File: config.mk
export PLATFORM = sky130hd
export DESIGN_NAME = fetch_seq
export DESIGN_NICKNAME = d
export VERILOG_FILES = /design/src/rtl/fetch_seq_pkg.sv /design/src/rtl/cond_eval.sv /design/src/rtl/fetch_seq.sv
export SDC_FILE = /design/constraint.sdc
export NUM_CORES = 1
export LEC_CHECK = 0
export CORE_ASPECT_RATIO = 0.75
export CORE_MARGIN = 8
export CORE_UTILIZATION = 36
export CTS_CLUSTER_SIZE = 40
export DETAILED_ROUTE_END_ITERATION = 10
export HOLD_SLACK_MARGIN = 0.05
export PLACE_DENSITY = 0.91
export SLEW_MARGIN = 20
export SYNTH_ARGS = -nofsm -noshare
export SYNTH_HDL_FRONTEND = slang
export SYNTH_HIERARCHICAL = 1
export SYNTH_SLANG_ARGS = --single-unit
File: constraint.sdc
create_clock -name clk -period 3.1 [get_ports clk]
set_input_delay 0.31 -clock clk [delete_from_list [all_inputs] [get_ports clk]]
set_output_delay 0.31 -clock clk [all_outputs]
set_load 0.01 [all_outputs]
File: src/rtl/fetch_seq_pkg.sv
// Shared encodings for the fetch sequencer: FSM states, branch opcodes,
// condition codes and status-flag bit positions.
package fetch_seq_pkg;

  typedef enum logic [2:0] {
    ST_IDLE,
    ST_FETCH,
    ST_WAIT,
    ST_EXEC,
    ST_UPDATE
  } state_t;

  localparam logic [3:0] OP_BCOND  = 4'b1100;
  localparam logic [3:0] OP_JCOND  = 4'b0100;
  localparam logic [3:0] JCOND_SUB = 4'b1100;

  localparam logic [3:0] CC_EQ = 4'h0;
  localparam logic [3:0] CC_NE = 4'h1;
  localparam logic [3:0] CC_CS = 4'h2;
  localparam logic [3:0] CC_CC = 4'h3;
  localparam logic [3:0] CC_HI = 4'h4;
  localparam logic [3:0] CC_LS = 4'h5;
  localparam logic [3:0] CC_GT = 4'h6;
  localparam logic [3:0] CC_LE = 4'h7;
  localparam logic [3:0] CC_FS = 4'h8;
  localparam logic [3:0] CC_FC = 4'h9;
  localparam logic [3:0] CC_LO = 4'hA;
  localparam logic [3:0] CC_HS = 4'hB;
  localparam logic [3:0] CC_LT = 4'hC;
  localparam logic [3:0] CC_GE = 4'hD;
  localparam logic [3:0] CC_AL = 4'hE;
  localparam logic [3:0] CC_NV = 4'hF;

  localparam int FLAG_Z = 4;
  localparam int FLAG_C = 3;
  localparam int FLAG_N = 2;
  localparam int FLAG_F = 1;
  localparam int FLAG_L = 0;

  function automatic logic is_bcond(input logic [15:0] w);
    return w[15:12] == OP_BCOND;
  endfunction

  function automatic logic is_jcond(input logic [15:0] w);
    return (w[15:12] == OP_JCOND) && (w[7:4] == JCOND_SUB);
  endfunction

endpackage

File: src/rtl/cond_eval.sv
// Combinational branch-condition evaluator: maps a 4-bit condition code and
// the {Z,C,N,F,L} flags to a single take bit.
module cond_eval
  import fetch_seq_pkg::*;
(
  input  logic [3:0] cond,
  input  logic [4:0] flags,
  output logic       take
);

  logic z, c, n, f, l;

  assign z = flags[FLAG_Z];
  assign c = flags[FLAG_C];
  assign n = flags[FLAG_N];
  assign f = flags[FLAG_F];
  assign l = flags[FLAG_L];

  always_comb begin
    take = 1'b0;
    case (cond)
      CC_EQ:   take = z;
      CC_NE:   take = !z;
      CC_CS:   take = c;
      CC_CC:   take = !c;
      CC_HI:   take = l;
      CC_LS:   take = !l;
      CC_GT:   take = n;
      CC_LE:   take = !n;
      CC_FS:   take = f;
      CC_FC:   take = !f;
      CC_LO:   take = !l && !z;
      CC_HS:   take = l || z;
      CC_LT:   take = !n && !z;
      CC_GE:   take = n || z;
      CC_AL:   take = 1'b1;
      CC_NV:   take = 1'b0;
      default: take = 1'b0;
    endcase
  end

endmodule

File: src/rtl/fetch_seq.sv
// Instruction fetch/issue sequencer: fetch, wait MEM_LAT cycles, latch ir,
// then either hand off to the datapath or resolve a branch and update the PC.
module fetch_seq
  import fetch_seq_pkg::*;
#(
  parameter int MEM_LAT = 1
) (
  input  logic        clk,
  input  logic        reset,
  input  logic [15:0] pc,
  output logic [15:0] mem_addr,
  output logic        mem_rd_en,
  input  logic [15:0] mem_rdata,
  input  logic        stall,
  input  logic [4:0]  flags,
  output logic [15:0] ir,
  output logic        exec_go,
  input  logic        exec_done,
  output logic [3:0]  rtgt_addr,
  input  logic [15:0] rtgt_data,
  output logic        pc_en,
  output logic        ld_pc_en,
  output logic        wr_pc,
  output logic [7:0]  ld_pc_disp,
  output logic [15:0] ld_pc
);

  localparam logic [1:0] WAIT_LAST = 2'(MEM_LAT - 1);

  state_t      state_q, state_d;
  logic [1:0]  wait_cnt_q, wait_cnt_d;
  logic [15:0] ir_q, ir_d;
  logic        go_pend_q, go_pend_d;

  logic rd_c, go_c, pc_en_c, ld_c, wr_c;
  logic take;

  cond_eval u_cond_eval (
    .cond  (ir_q[11:8]),
    .flags (flags),
    .take  (take)
  );

  always_ff @(posedge clk) begin
    if (!reset) begin
      state_q    <= ST_IDLE;
      wait_cnt_q <= 2'd0;
      ir_q       <= 16'h0000;
      go_pend_q  <= 1'b0;
    end else begin
      state_q    <= state_d;
      wait_cnt_q <= wait_cnt_d;
      ir_q       <= ir_d;
      go_pend_q  <= go_pend_d;
    end
  end

  always_comb begin
    state_d    = state_q;
    wait_cnt_d = wait_cnt_q;
    ir_d       = ir_q;
    go_pend_d  = 1'b0;
    rd_c       = 1'b0;
    go_c       = 1'b0;
    pc_en_c    = 1'b0;
    ld_c       = 1'b0;
    wr_c       = 1'b0;
    case (state_q)
      ST_IDLE: begin
        if (!stall) state_d = ST_FETCH;
      end
      ST_FETCH: begin
        rd_c       = 1'b1;
        wait_cnt_d = 2'd0;
        state_d    = ST_WAIT;
      end
      ST_WAIT: begin
        if (wait_cnt_q == WAIT_LAST) begin
          ir_d = mem_rdata;
          // Branches resolve directly in UPDATE; everything else needs the datapath.
          if (is_bcond(mem_rdata) || is_jcond(mem_rdata)) begin
            state_d = ST_UPDATE;
          end else begin
            state_d   = ST_EXEC;
            go_pend_d = 1'b1;
          end
        end else begin
          wait_cnt_d = wait_cnt_q + 2'd1;
        end
      end
      ST_EXEC: begin
        go_c = go_pend_q;
        if (exec_done) state_d = ST_UPDATE;
      end
      ST_UPDATE: begin
        pc_en_c = 1'b1;
        ld_c    = is_bcond(ir_q) && take;
        wr_c    = is_jcond(ir_q) && take;
        state_d = ST_IDLE;
      end
      default: state_d = ST_IDLE;
    endcase
  end

  // Strobes are forced low for the whole reset window, including the first edge.
  assign mem_rd_en  = rd_c && reset;
  assign exec_go    = go_c && reset;
  assign pc_en      = pc_en_c && reset;
  assign ld_pc_en   = ld_c && reset;
  assign wr_pc      = wr_c && reset;

  assign mem_addr   = pc;
  assign ir         = ir_q;
  assign rtgt_addr  = ir_q[3:0];
  assign ld_pc_disp = ir_q[7:0];
  assign ld_pc      = rtgt_data;

endmodule
# Word level (Yosys, flattened, before mapping)
# Cells that the tools add are included.
# Widths: inputs -> output; s select.
classes:
  add_sub_neg: 1
  n_eq_ne: 29
  n_reduce_logical: 27
  mux: 14
op_table:
  columns: ["op", "count"]
  rows:
  - ["$eq 4x4->1 const B", 12]
  - ["$eq 4x3->1 const B", 6]
  - ["$pmux 1 s16", 1]
  - ["$mux 3", 4]
  - ["$pmux 3 s4", 1]
  - ["$logic_and 1x1->1", 11]
  - ["$eq 4x2->1 const B", 2]
  - ["$ne 2x2->1 const B", 4]
  - ["$eq 3x2->1 const B", 2]
  - ["$mux 1", 6]
  - ["$reduce_and 3->1", 2]
  - ["$logic_not 1->1", 5]
  - ["$eq 4x1->1 const B", 1]
  - ["$logic_not 4->1", 1]
  - ["$pmux 2 s2", 1]
  - ["$reduce_and 2->1", 2]
  - ["$eq 3x1->1 const B", 1]
  - ["$eq 3x3->1 const B", 1]
  - ["$logic_not 3->1", 1]
  - ["$logic_or 1x1->1", 3]
  - ["$add 2x1->2 const B", 1]
  - ["$logic_not 2->1", 1]
  - ["$mux 2", 1]
  - ["$reduce_bool 2->1", 1]
totals:
  register_bits: 22

# Depth between registers and ports, before layout
# Gate-level depths: netlist (run 1).
logic_depth:
  ltp_word: 6
  depth_mapped: 7
  mapped_depth_nobuf: 6

# Cells and area by module
# Netlist (run 1), hierarchy kept.
modules_own_cells:
  columns: ["mod", "seq_area_each_um2", "area_per_inst_um2", "cells_each", "instances"]
  rows:
  - ["fetch_seq", 440.4, 1372.6, 171, 1]
  - ["cond_eval", 0.0, 183.9, 23, 1]

# Least setup slack after synthesis (run 1)
# No wires, ideal clock.
synth_timing:
  path_kind: "reg2out"
  start: "reg ir_q[8] (netlist: ir[8])"
  end: "out wr_pc"
  stages_incl_launch_ff: 8
  setup_slack_ps: 1097
  arrival_ps: 1693
  path_cell_list: "dfxtp_1 buf_6 or4b_1 o31ai_1 a211o_1 a221o_1 nand4_1 nor3_1"
synth_via:
  elab_chain_cells: 5
synth_rtl:
  columns: ["element", "line_no", "rtl"]
  rows:
  - ["from (decl)", "fetch_seq.sv:32", "logic [15:0] ir_q, ir_d;"]
  - ["from (signal assigned)", "fetch_seq.sv:53", "ir_q <= ir_d;"]
  - ["$eq 4x4->1 (tied with other cells)", "cond_eval.sv:21", "case (cond)"]
  - ["$pmux 1 s16 (*)", "cond_eval.sv:21", null]
  - ["net take", "fetch_seq.sv:36", "logic take;"]
  - ["$logic_and 1x1->1 (*)", "fetch_seq.sv:98", "wr_c = is_jcond(ir_q) && take;"]
  - ["$mux 1 (*)", "fetch_seq.sv:68", "case (state_q)"]
  - ["$logic_and 1x1->1 (*)", "fetch_seq.sv:110", "assign wr_pc = wr_c && reset;"]
  - ["to (decl)", "fetch_seq.sv:23", "output logic wr_pc,"]
# The timed path passes the listed nets; every way through them passes the cells marked *.

# Worst setup path in the final report (run 1)
layout_timing:
  start: "in flags[4]"
  end: "out wr_pc"
layout_via:
  elab_chain_cells: 6
layout_rtl:
  columns: ["element", "line_no", "rtl"]
  rows:
  - ["from (decl)", "fetch_seq.sv:15", "input logic [4:0] flags,"]
  - ["$logic_not 1->1", "cond_eval.sv:23, cond_eval.sv:32, cond_eval.sv:34", null]
  - ["$logic_and 1x1->1 (on tied branches)", "cond_eval.sv:34, cond_eval.sv:32", null]
  - ["$pmux 1 s16 (*)", "cond_eval.sv:21", null]
  - ["net take", "fetch_seq.sv:36", null]
  - ["$logic_and 1x1->1 (*)", "fetch_seq.sv:98", null]
  - ["$mux 1 (*)", "fetch_seq.sv:68", null]
  - ["$logic_and 1x1->1 (*)", "fetch_seq.sv:110", null]
# Marks and branches as above.

==> impl_metrics.tcl, run 1 <==
set metrics [dict create \
    via_per_inst 5.01 \
    clk_latency_ns 0.26 \
    routed_wirelength_mm 3.79 \
    fin_ws_ns 0.237 \
    finalSetupViolations 0 \
    syn_inst 194 \
    timing_max_transition_violations_final 0 \
    ant_nets 0 \
    die_x_um 91.9 \
    die-area_um2 6710 \
    cts-hold-fix-buffers 0 \
    cp.required_ns 2.79 \
    worstSetupPathType "input pin to primary output" \
    grt_setup_unrepaired "no" \
    final_cell_mix "clkdlybuf4s50_1 (57), nand2_1 (35), dfxtp_1 (22), a21boi_0 (14), nand2b_1 (8)" \
    grt_pass1_wl_mm 5.93 \
    cpMostUsedCell "clkdlybuf4s50_1" \
    synth_nets 252 \
    crit_path_max_fanout 6 \
    slew_headroom_pct 50.1 \
    ios 122 \
    postPlaceCellArea_um2 1820 \
    vias 1287 \
    cap_violations 0 \
    dp_hpwl_mm 2.93 \
    ys_types 46 \
    min_path_cells 2 \
    max_freq_mhz 349 \
    dp_slack_ns 0.290 \
    fin_cells 257 \
    io_buffers 57 \
    critical_path_arrival_ns 2.55 \
    mostFrequentLayoutCell "clkdlybuf4s50_1" \
    worst_pin_slew_ns 0.745 \
    utilization_pct 45.4 \
    cp-start-kind "input pin" \
    cts_root_buf "clkbuf_8" \
    crit_chain "clkdlybuf4s50_1, nor4b_1, a31oi_1, o32ai_1, a221o_1, nand4_1, nor3_1, clkdlybuf4s50_1" \
    final_nets 262 \
    min_to "wait_cnt_q[1]" \
    synth-edff-count 0 \
    p_per_area_nw_per_um2 410 \
    first_pass_iters 4 \
    ys.warnings.count 6 \
    async_reset_ff_share_pct 0 \
    met3_usage_pct 5.76 \
    worstHoldPathType "flop to flop" \
    use_met1_pct 12.4 \
    ir_worst_vdd_uv 124 \
    leakage_nw 0.616 \
    cts.sinks 22 \
    clock_skew_ns 0.00122 \
    first_global_vias 1209 \
    use_met2_pct 17.4 \
    post_drt_wl_per_cell_um 14.7 \
    clockBufferDepth 2 \
    rrSetupSlack_ns 1.34 \
    holdCritStartpoint "wait_cnt_q[1]" \
    outcome "finished, final reports clean" \
    h-tree-depth 1 \
    synth-seq-area-share_pct 28.3 \
    diodes 0 \
    place.gp.congestion 0.771 \
    final_area_um2 1860 \
    synth_seq_cells 22 \
    postCtsSetupBuffers 0 \
    syn_area_um2 1560 \
    drc 0 \
    grt_antenna_before_repair 0 \
    crit_slowest_cell "clkdlybuf4s50_1" \
    dp_cells 254 \
    start_util_pct 37.9 \
    period_share_pct 92.4 \
    synth_flop_cell "dfxtp_1" \
    power_mw 0.765 \
    cp-end-kind "primary output" \
    area_growth_pct 19.8 \
    postSynthAreaPerCell_um2 8.02 \
    globalRouteOverflowTotal 0 \
    ctsResizeCount 0 \
    rows 20 \
    cts_tree "yes" \
    ff2ff_path_depth 5 \
    final_hold_viol_count 0 \
    max_stage_delay_ns 0.56 \
    whs_ns 0.470 \
    timing.rr.end "ir[12]" \
    grt_start_max_net_pins 24 \
    track_usage_pct 11.0 \
    drive_above_1_share_pct 5.45 \
    core_um2 4100 \
    timing.rr.start "wait_cnt_q[0]" \
    path_clk_slew_ns 0.07 \
    period_minus_slack_ns 2.86 \
    die_h_um 72.9 \
    top_usage_layer "met2" \
    drtIter0Drc 56 \
    setup_tns_ns 0 \
    cts-buffers-inserted 3 \
]
==> power by group <==
group | switching, mW | leakage, nW | internal (mW)
clock | 0.0852 | 0.0216 | 0.0866
sequential | 0.0407 | 0.179 | 0.308
combinational | 0.106 | 0.415 | 0.138
==> critical path, delay by kind of cell <==
kind                   cells  cell delay, ns
buffers and inverters      2            1.08
AND/OR/NAND/NOR            3            0.70
AO/OA/AOI/OAI              3            0.46
==> worst max-delay path by stage <==
stage / start / end / slack, ns / cells past startpoint
final: flags[4] / wr_pc / 0.24 / 8
after global routing: flags[4] / wr_pc / 0.05 / 8
after CTS: flags[4] / wr_pc / 0.29 / 8
after detailed placement: flags[4] / wr_pc / 0.29 / 8
after global placement: flags[1] / wr_pc / 0.39 / 8
after floorplan: ir[8] / wr_pc / 1.10 / 7
==> cells in the mapped netlist, types with 2 or more instances <==
master	n	area, um2
a21boi_0	14	105
a21boi_1	2	15.0
a31oi_1	2	12.5
and2b_1	2	15.0
and4bb_2	3	37.5
buf_2	2	10.0
buf_4	45	338
clkbuf_1	3	11.3
clkbuf_2	2	10.0
dfxtp_1	22	440
inv_1	5	18.8
mux2i_1	2	20.0
nand2_1	35	131
nand2b_1	8	50.1
nand3_1	2	10.0
nand4_1	2	12.5
nor2_1	7	26.3
nor2b_1	2	12.5
nor3_1	2	10.0
nor3b_1	2	15.0
o21a_1	2	15.0
o21ai_0	3	15.0
o22ai_1	2	12.5
==> state kept, by name, indices dropped and copies added (netlist names) <==
| signal | count |
|---|---|
| ir | 16 |
| state_q | 3 |
| wait_cnt_q | 2 |
| go_pend_q | 1 |
==> area by class of cell <==
class	count	area (um2)
fillers	425	2240
multi-input cells	114	717
repair buffers	58	578
flip-flops and latches	22	440
well taps	55	68.8
clock buffers	3	41.3
inverters	5	18.8
==> cells by family (layout without fill, tap and decap cells) <==
logic type               after synthesis  count (layout)  synth area share, %
multiplexers                           2               2                 1.29
adder cells (fa/ha/maj)                1               1                0.804
AND/OR/NAND/NOR                       75              75                 26.6
XOR/XNOR                               1               1                0.563
AO/OA/AOI/OAI                         35              35                 16.8
buffers and inverters                 58              66                 25.6
flip-flops                            22              22                 28.3
==> per-layer routing <==
metal | vias to the layer above | part of all wire (%)
met5 | - | 0
met4 | 0 | 0.95
met3 | 8 | 10
met2 | 53 | 45
met1 | 593 | 44
li1 | 633 | -
No activity file was read; power rests on OpenSTA's default activity.
==> inputs of run 2 (changes only) <==
--- a/config.mk
+++ b/config.mk
@@ -5,13 +5,15 @@
 export SDC_FILE = /design/constraint.sdc
 export NUM_CORES = 1
 export LEC_CHECK = 0
+export ABC_AREA = 1
 export CORE_ASPECT_RATIO = 0.75
 export CORE_MARGIN = 8
 export CORE_UTILIZATION = 36
 export CTS_CLUSTER_SIZE = 40
 export DETAILED_ROUTE_END_ITERATION = 10
+export GPL_TIMING_DRIVEN = 0
 export HOLD_SLACK_MARGIN = 0.05
-export PLACE_DENSITY = 0.91
+export PLACE_DENSITY = 0.92
 export SLEW_MARGIN = 20
 export SYNTH_ARGS = -nofsm -noshare
 export SYNTH_HDL_FRONTEND = slang
==> run 2 against run 1 <==
Compared with the run above: count of clock-buffer cells in the layout up 1; register-to-register slack better by 0.40 ns; critical endpoint unchanged; setup slack better by 0.19 ns; worst hold slack improved by 0.044 ns; global-route usage rose by 3.0 points; clock power rose by 21%; power up 110%.
==> impl_metrics.tcl, run 2 <==
set metrics [dict create \
    synth.most_common_cell "nor2_1" \
    area_growth_pct 65.8 \
    ys.warnings.count 6 \
    cp.required_ns 2.79 \
    synth_seq_cells 22 \
    async_reset_ff_share_pct 0 \
    crit_path_max_fanout 6 \
    ctsResizeCount 0 \
    first_global_vias 1645 \
    final_nets 385 \
    timing_max_transition_violations_final 0 \
    worst_pin_slew_ns 0.393 \
    dp_hpwl_mm 4.15 \
    max_freq_mhz 374 \
    synth_area_leader_cell "dfxtp_1" \
    worstSetupPathType "flop to primary output" \
    cts-hold-fix-buffers 0 \
    cts_root_buf "clkbuf_8" \
    wl_met2_mm 2.42 \
    track_usage_pct 14.1 \
    die_h_um 72.7 \
    clk_latency_ns 0.27 \
    synth_top_cell_area_share_pct 28.5 \
    drc 0 \
    via_per_inst 4.43 \
    ir_worst_vdd_uv 394 \
    mostFrequentLayoutCell "clkdlybuf4s50_1" \
    drive_above_1_share_pct 18.1 \
    postSynthAreaPerCell_um2 6.62 \
    vias 1689 \
    core_um2 4080 \
    cts.sinks 22 \
    rows 20 \
    ant_nets 0 \
    start_util_pct 37.8 \
    power_mw 1.64 \
    cp-end-kind "primary output" \
    routed_wirelength_mm 4.81 \
    finalSetupViolations 0 \
    leakage_nw 1.19 \
    slew_headroom_pct 73.8 \
    clockBufferDepth 2 \
    ff2ff_path_depth 8 \
    dr_wl_met3_um 355 \
    io_buffers 89 \
    period_minus_slack_ns 2.67 \
    synth_common_cells "nor2_1 (49), buf_4 (44), nand2_1 (36)" \
    syn_inst 233 \
    setup_tns_ns 0 \
    postCtsSetupBuffers 0 \
    cts_tree "yes" \
    grt_start_max_net_pins 13 \
    syn_area_um2 1540 \
    synth_flop_cell "dfxtp_1" \
    synth-seq-area-share_pct 28.5 \
    utilization_pct 62.7 \
    globalRouteOverflowTotal 0 \
    die_x_um 91.6 \
    synth-edff-count 0 \
    post_drt_wl_per_cell_um 12.6 \
    ios 122 \
    clock_skew_ns 0.00386 \
    first_pass_iters 4 \
    die-area_um2 6660 \
    largest_register_ff_count 16 \
    final_hold_viol_count 0 \
    path_clk_slew_ns 0.08 \
    grt_setup_unrepaired "no" \
    place.gp.congestion 0.867 \
    ys_types 23 \
    cts-buffers-inserted 3 \
    drtIter0Drc 74 \
    critical_path_arrival_ns 2.36 \
    outcome "finished, final reports clean" \
    cp-start-kind "flop" \
    met1_length_mm 1.98 \
    period_share_pct 86.3 \
    synth.area.top_cells "dfxtp_1 (29%), buf_4 (21%), nor2_1 (12%)" \
    grt_pass1_wl_mm 7.70 \
    synth_nets 291 \
    min_path_cells 2 \
    cap_violations 0 \
    final_cell_mix "clkdlybuf4s50_1 (89), nor2_1 (49), buf_4 (44), nand2_1 (36)" \
    fill_cells 362 \
    h-tree-depth 1 \
    diodes 0 \
    grt_antenna_before_repair 0 \
    p_per_area_nw_per_um2 643 \
    top_layer "met4" \
    worstHoldPathType "flop to flop" \
]
## run 2: cell count changes in the layout (fill, tap and decap cells not counted), moves of 8 or more
| cell | previous run | this run |
|---|---|---|
| clkdlybuf4s50_1 | 57 | 89 |
| nand2b_1 | 8 | 0 |
| nor2_1 | 7 | 49 |
| o21ai_0 | 3 | 18 |
| nand3_1 | 2 | 17 |
| inv_1 | 5 | 22 |
| buf_4 | 1 | 44 |
| a21boi_0 | 14 | 0 |
## run 2: power by group
group | switching [mW] | internal (mW)
Clock | 0.0944 | 0.113
Combinational | 0.464 | 0.497
Sequential | 0.0953 | 0.380
Total | 0.653 | 0.990
## run 2: final cells by class
type	count	area, um2	share of cell area [%]
Buffer	48	364	14.2
Multi-Input combinational cell	138	642	25.1
Inverter	25	96.3	3.77
Clock buffer	4	55.1	2.15
Timing Repair Buffer	89	891	34.8
Sequential cell	22	440	17.2
Tap cell	55	68.8	2.69
## run 2: cell families (layout without fill, tap and decap cells)
group,count (synthesis),in the layout,synth area share [%]
simple gates,111,111,32.3
fa+ha+maj,1,1,0.811
compound gates,26,26,8.52
flops,22,22,28.5
buf+inv,73,166,29.8
## run 2: path summary, 6_finish.rpt
check | from | end | slack, ns
setup reg to reg | wait_cnt_q[0] | wait_cnt_q[0] | 1.74
hold / removal | ir[6] | ir[6] | 0.51
hold reg to reg | ir[6] | ir[6] | 0.51
setup / recovery | ir[11] | wr_pc | 0.43
## run 2: worst max-delay path, stage by stage, from the launching register on
cell and delay, ns:
dfxtp_1 0.42, inv_1 0.06, nor2_1 0.22, nand3b_1 0.12
nand2_1 0.08, nor2_1 0.05, nand3_1 0.08, nor2_1 0.04
nor2_1 0.14, nand3_1 0.11, nor4_2 0.21, clkdlybuf4s50_1 0.58
## run 2: metrics by stage
stage	setup slack, ns	hold WS [ns]	std cells	area (um2)
finish	0.426	0.513	381	2560
global route	0.225	0.558	381	2560
CTS	0.420	0.517	381	2560
detailed placement	0.500	0.504	377	2500
global placement	0.521	0.483	377	2500
floorplan	1.35	0.445	233	1540
## run 2: layer usage
layer | vias to the layer above | global-route usage (%)
li1 | 874 | -
met1 | 753 | 14.9
met2 | 58 | 26.1
met3 | 4 | 4.21
met4 | 0 | 4.52
met5 | - | 0
==> inputs of run 3 (changes only) <==
--- a/config.mk
+++ b/config.mk
@@ -8,7 +8,7 @@
 export ABC_AREA = 1
 export CORE_ASPECT_RATIO = 0.75
 export CORE_MARGIN = 8
-export CORE_UTILIZATION = 36
+export CORE_UTILIZATION = 35
 export CTS_CLUSTER_SIZE = 40
 export DETAILED_ROUTE_END_ITERATION = 10
 export GPL_TIMING_DRIVEN = 0
@@ -17,5 +17,4 @@
 export SLEW_MARGIN = 20
 export SYNTH_ARGS = -nofsm -noshare
 export SYNTH_HDL_FRONTEND = slang
-export SYNTH_HIERARCHICAL = 1
 export SYNTH_SLANG_ARGS = --single-unit
==> run 3 against run 2 <==
Compared with the run above: via count decreased by 5.2%; sequential power about the same; final area decreased by 3.7%; critical path depth decreased by 5; first-iteration DRC count decreased by 5.4%; clock power decreased by 4%; core utilization decreased by 1.2 points; setup slack improved by 0.33 ns; sequential share of layout area increased by 0.66 points; wire length increased by 0.21%; sequential cell count unchanged; clock skew decreased by 0.0024 ns; critical path type is now input pin to primary output; largest power group unchanged; highest routed layer unchanged.
==> impl_metrics.tcl, run 3 <==
set metrics [dict create \
    synth-seq-area-share_pct 30.4 \
    ant_nets 0 \
    ys.warnings.count 0 \
    vias 1602 \
    rows 20 \
    drive_above_1_share_pct 18.4 \
    cpMostUsedCell "clkdlybuf4s50_1" \
    crit_chain "clkdlybuf4s50_1, inv_1, nor3_2, nand4_1, nor2_1, clkdlybuf4s50_1" \
    ios 122 \
    first_global_vias 1599 \
    finalSetupViolations 0 \
    drtIter0Drc 70 \
    post_drt_wl_per_cell_um 13.2 \
    setup_tns_ns 0 \
    worstSetupPathType "input pin to primary output" \
    synth_area_leader_cell "dfxtp_1" \
    slew_headroom_pct 73.4 \
    fin_ws_ns 0.751 \
    async_reset_ff_share_pct 0 \
    critical_path_arrival_ns 2.04 \
    fin_cells 364 \
    wl_met2_mm 2.51 \
    max_freq_mhz 426 \
    dp_cells 360 \
    timing_max_transition_violations_final 0 \
    mostFrequentLayoutCell "clkdlybuf4s50_1" \
    die-area_um2 6480 \
    cts_root_buf "clkbuf_8" \
    cp.required_ns 2.79 \
    crit_path_max_fanout 5 \
    via_per_inst 4.40 \
    worstHoldPathType "flop to flop" \
    cp-end-kind "primary output" \
    syn_area_um2 1450 \
    synth.most_common_cell "buf_4" \
    met1_length_mm 1.88 \
    cts-hold-fix-buffers 0 \
    clk_latency_ns 0.26 \
    final_nets 368 \
    grt_start_max_net_pins 13 \
    track_usage_pct 14.1 \
    synth_seq_cells 22 \
    final_cell_mix "clkdlybuf4s50_1 (89), buf_4 (44), nor2_1 (41), nand2_1 (31), dfxtp_1 (22)" \
    syn_inst 216 \
    p_per_area_nw_per_um2 657 \
    postSynthAreaPerCell_um2 6.71 \
    grt_pass1_wl_mm 7.54 \
    period_share_pct 75.8 \
    ys_types 23 \
    crit_slowest_cell "clkdlybuf4s50_1" \
    top_layer "met4" \
    diodes 0 \
    period_minus_slack_ns 2.35 \
    clockBufferDepth 2 \
    cts.sinks 22 \
    grt_antenna_before_repair 0 \
    dp_slack_ns 0.754 \
    cts_tree "yes" \
    worst_pin_slew_ns 0.399 \
    crit_family "buffers and inverters" \
    h-tree-depth 1 \
    power_mw 1.62 \
    synth_nets 274 \
    area_growth_pct 70.0 \
    postCtsSetupBuffers 0 \
    clock_skew_ns 0.00142 \
    synth-edff-count 0 \
    io_buffers 89 \
    routed_wirelength_mm 4.82 \
    path_clk_slew_ns 0.07 \
    drc 0 \
    dr_wl_met3_um 390 \
    fill_cells 354 \
    first_pass_iters 4 \
    globalRouteOverflowTotal 0 \
    ctsResizeCount 0 \
    leakage_nw 1.07 \
    final_hold_viol_count 0 \
    dp_hpwl_mm 4.10 \
    grt_setup_unrepaired "no" \
    largest_register_ff_count 16 \
    critical_path_buf_inv_count 3 \
    start_util_pct 36.2 \
    outcome "finished, final reports clean" \
    place.gp.congestion 0.865 \
    cp-start-kind "input pin" \
    core_um2 4000 \
    die_h_um 71.7 \
    ir_worst_vdd_uv 313 \
    die_x_um 90.3 \
    synth.area.top_cells "dfxtp_1 (30%), buf_4 (23%), nor2_1 (11%)" \
    cts-buffers-inserted 3 \
    max_stage_delay_ns 0.56 \
    synth_top_cell_area_share_pct 30.4 \
    synth_flop_cell "dfxtp_1" \
    cap_violations 0 \
    synth_common_cells "buf_4 (44), nor2_1 (41), nand2_1 (31)" \
]
## run 3: cell types whose count changed after synthesis, moves of 5 or more
cell / change
inv_1: -5
o21ai_1: +15
o21ai_0: -15
nand2_1: -5
nor2_1: -8
## run 3: final timing paths
kind / from / end / slack, ns / cells past startpoint
worst max-delay path: reset / wr_pc / 0.75 / 6
worst min-delay path: ir[14] / ir[14] / 0.50 / 2
worst max register to register: state_q[1] / ir[14] / 1.77 / 6
worst min register to register: ir[14] / ir[14] / 0.50 / 2
## run 3: stage by stage
stage | instance area, um2 | util, % | hold WS, ns
finish | 2460 | 61.5 | 0.501
global route | 2460 | 61.5 | 0.542
CTS | 2460 | 61.5 | 0.503
detailed placement | 2410 | 60.2 | 0.492
global placement | 2410 | 60.2 | 0.478
floorplan | 1450 | - | 0.458
## run 3: layout make-up
class                           count  area [um2]  area share, %
Timing Repair Buffer               89         891           36.2
Tap cell                           55        68.8           2.79
Inverter                           19        71.3           2.89
Sequential cell                    22         440           17.9
Clock buffer                        4        55.1           2.23
Multi-Input combinational cell    125         573           23.3
Buffer                             50         364           14.8
## run 3: cells by family after synthesis
group | count (synthesis) | synth area share [%]
compound gates | 28 | 9.84
fa+ha+maj | 1 | 0.863
buf+inv | 69 | 30.1
flops | 22 | 30.4
simple gates | 96 | 28.8
## run 3: tightest hold or removal path, delay by kind of cell (launching register included)
kind / cells / cell delay, ns
compound gates: 1 / 0.06
flops: 1 / 0.32
buf+inv: 1 / 0.07
## run 3: where the power goes
group	internal [mW]	switching [mW]
Sequential	0.380	0.0929
Clock	0.113	0.0874
Combinational	0.500	0.445
## run 3: layer usage
layer | vias up | track usage [%]
met5 | - | 0
met3 | 4 | 6.78
li1 | 828 | -
met2 | 56 | 26.2
met4 | 0 | 2.76
met1 | 714 | 14.2
==> RTL change, RTL diff (settings of run 2) <==
Re-encode `state_t` (5 states) as Gray code, 3 bits wide.
--- a/src/rtl/fetch_seq_pkg.sv
+++ b/src/rtl/fetch_seq_pkg.sv
@@ -3,11 +3,11 @@
 package fetch_seq_pkg;
 
   typedef enum logic [2:0] {
-    ST_IDLE,
-    ST_FETCH,
-    ST_WAIT,
-    ST_EXEC,
-    ST_UPDATE
+    ST_IDLE   = 3'b000,
+    ST_FETCH  = 3'b001,
+    ST_WAIT   = 3'b011,
+    ST_EXEC   = 3'b010,
+    ST_UPDATE = 3'b110
   } state_t;
 
   localparam logic [3:0] OP_BCOND  = 4'b1100;
Formal check against the unedited RTL: no difference found for any inputs over 10 cycles, from zero or initial values and one cycle with reset low; not proved beyond that.
==> RTL change against run 2 <==
Final area fell by 0.44%; first-iteration DRC count grew 61%; sequential cell count stayed put; routed wire length down 0.48%; via count is 1.7% lower; non-clock buffer count increased by 1; worst setup slack lost 87 ps; synthesized area is 0.65% higher.
Power is not compared: it rests on default switching activity, and its combinational part moved more than twofold at a synthesized area within 25%.
==> RTL change: results (changes against run 2) <==
* Status: complete, no violations (unchanged)
* Clk_skew at 4.388 ps (was 3.861 ps)
* Vias per cell at 4.418 (was 4.433)
* Synth cell count leaders: buf_4, nand2_1, nand3_1 (was nor2_1, buf_4, nand2_1)
* Syn Inst Count at 230 (was 233)
* Hold Path Class: input port to register (was register to register)
* DRC violation total after the first TritonRoute iteration at 119 (was 74)
* Wire length per cell at 12.73 um (was 12.62 um)
* HP Start: reset (was ir[6]$_SDFFE_PN0P_)
* Worst IR Drop VDD at 0.0001438 V
* First-pass GRT wire length at 7452 um (was 7700 um)
* Post-synth net total at 288 (was 291)
* Total routed wirelength at 4787 um (was 4810 um)
* R2r setup slk at 1860 ps (was 1740 ps)
* Port Buffers at 88 (was 89)
* Share of post-route cells with drive strength above 1 at 19.63% (was 18.10%)
* H-tree depth at 1 (unchanged)
* Min-Delay Endpoint: ir[6]$_SDFFE_PN0P_ (unchanged)
* Post-DP HPWL at 4097 um (was 4154 um)
* Worst path slowest cell: clkdlybuf4s50_1 (unchanged)
* Crit-path max cell delay at 560 ps (was 580 ps)
* Routability cong. at 0.8516 (was 0.8669)
* Leak at 0.001109 uW
* Top cells by area, synth: dfxtp_1, buf_4, nand2_1 (was dfxtp_1, buf_4, nor2_1)
* Crit Path Max Fanout at 7 (was 6)
* N_diodes at 0 (unchanged)
* Critical Path AT at 2450 ps (was 2360 ps)
* Dpl ws at 378.5 ps (was 499.5 ps)
* Async SR Flop Fraction at 0% (unchanged)
* M1 wire length at 1945 um (was 1984 um)
* Post-synthesis sequential area ratio at 28.36% (was 28.55%)
* # nets final at 381 (was 385)
* Largest net degree at the start of global routing at 12 (was 13)
* Hold depth at 3 (was 2)
* Fin Hold WS at 366.8 ps (was 513.4 ps)
* Reg-to-Reg End: wait_cnt_q[1]$_SDFFE_PN0P_ (was wait_cnt_q[0]$_SDFFE_PN0P_)
* Number of global-route vias before repair at 1,518 (was 1,645)
* Comb pwr share at 35.1%
* DR WL met3 at 420 um (was 355 um)
* Met2 Wirelength at 2386 um (was 2416 um)
* Worst-Margin Slew at 331.3 ps (was 393.3 ps)
* 1st-pass router iterations at 4 (unchanged)
* DP Cell Count at 373 (was 377)
* Total Routing Usage GR at 13.43% (was 14.05%)
* Initial antenna violation count at 0 (unchanged)
* Filler cell count at 367 (was 362)
-- RTL change: cell types whose count changed in the layout (fill, tap and decap cells not counted), moves of 2 or more --
| cell | delta |
|---|---|
| a21oi_1 | +11 |
| nand2_1 | +8 |
| o21ai_2 | +3 |
| nor2_1 | -29 |
| inv_1 | +4 |
| nand3_1 | +10 |
| nor3_1 | +2 |
| buf_2 | +2 |
| buf_6 | +2 |
| o21ai_0 | -14 |
-- RTL change: cell families after synthesis --
| kind of cell | synth area share, % |
|---|---|
| simple gates | 29.25 |
| flops | 28.36 |
| buf+inv | 31.10 |
| fa+ha+maj | 0.8057 |
| compound gates | 10.48 |
-- RTL change: routing by layer --
layer,global-route usage [%],vias up
met2,23.27,59
met5,0,-
met3,5.139,4
met1,15.26,732
li1,-,866
met4,3.203,0
-- RTL change: worst max-delay path by stage --
stage / startpoint / endpoint / slack [ps] / cells after the start
3_3_place_gp: flags[2] / wr_pc / 360 / 14
5_1_grt: ir[10]$_SDFFE_PN0P_ / wr_pc / 80 / 13
3_5_place_dp: flags[2] / wr_pc / 380 / 14
2_1_floorplan: ir[11]$_SDFFE_PN0P_ / wr_pc / 1230 / 12
4_1_cts: ir[11]$_SDFFE_PN0P_ / wr_pc / 290 / 13
6_report: ir[9]$_SDFFE_PN0P_ / wr_pc / 340 / 12
-- RTL change: critical path: cells and delay by family, from the launching register on --
family | cells | cell delay, ps
and+or+nand+nor | 11 | 1250
buffers and inverters | 1 | 560
DFF | 1 | 390
-- RTL change: area by class of cell --
cell class                 count  area [um2]  area share (%)
sequential                    22       440.4           17.30
tap                           55       68.82           2.703
clock buffer                   3       41.29           1.622
buffer                        50       381.6           14.99
multi-input combinational    131       631.9           24.82
timing repair buffer          88       880.8           34.59
inverter                      27       101.3           3.980
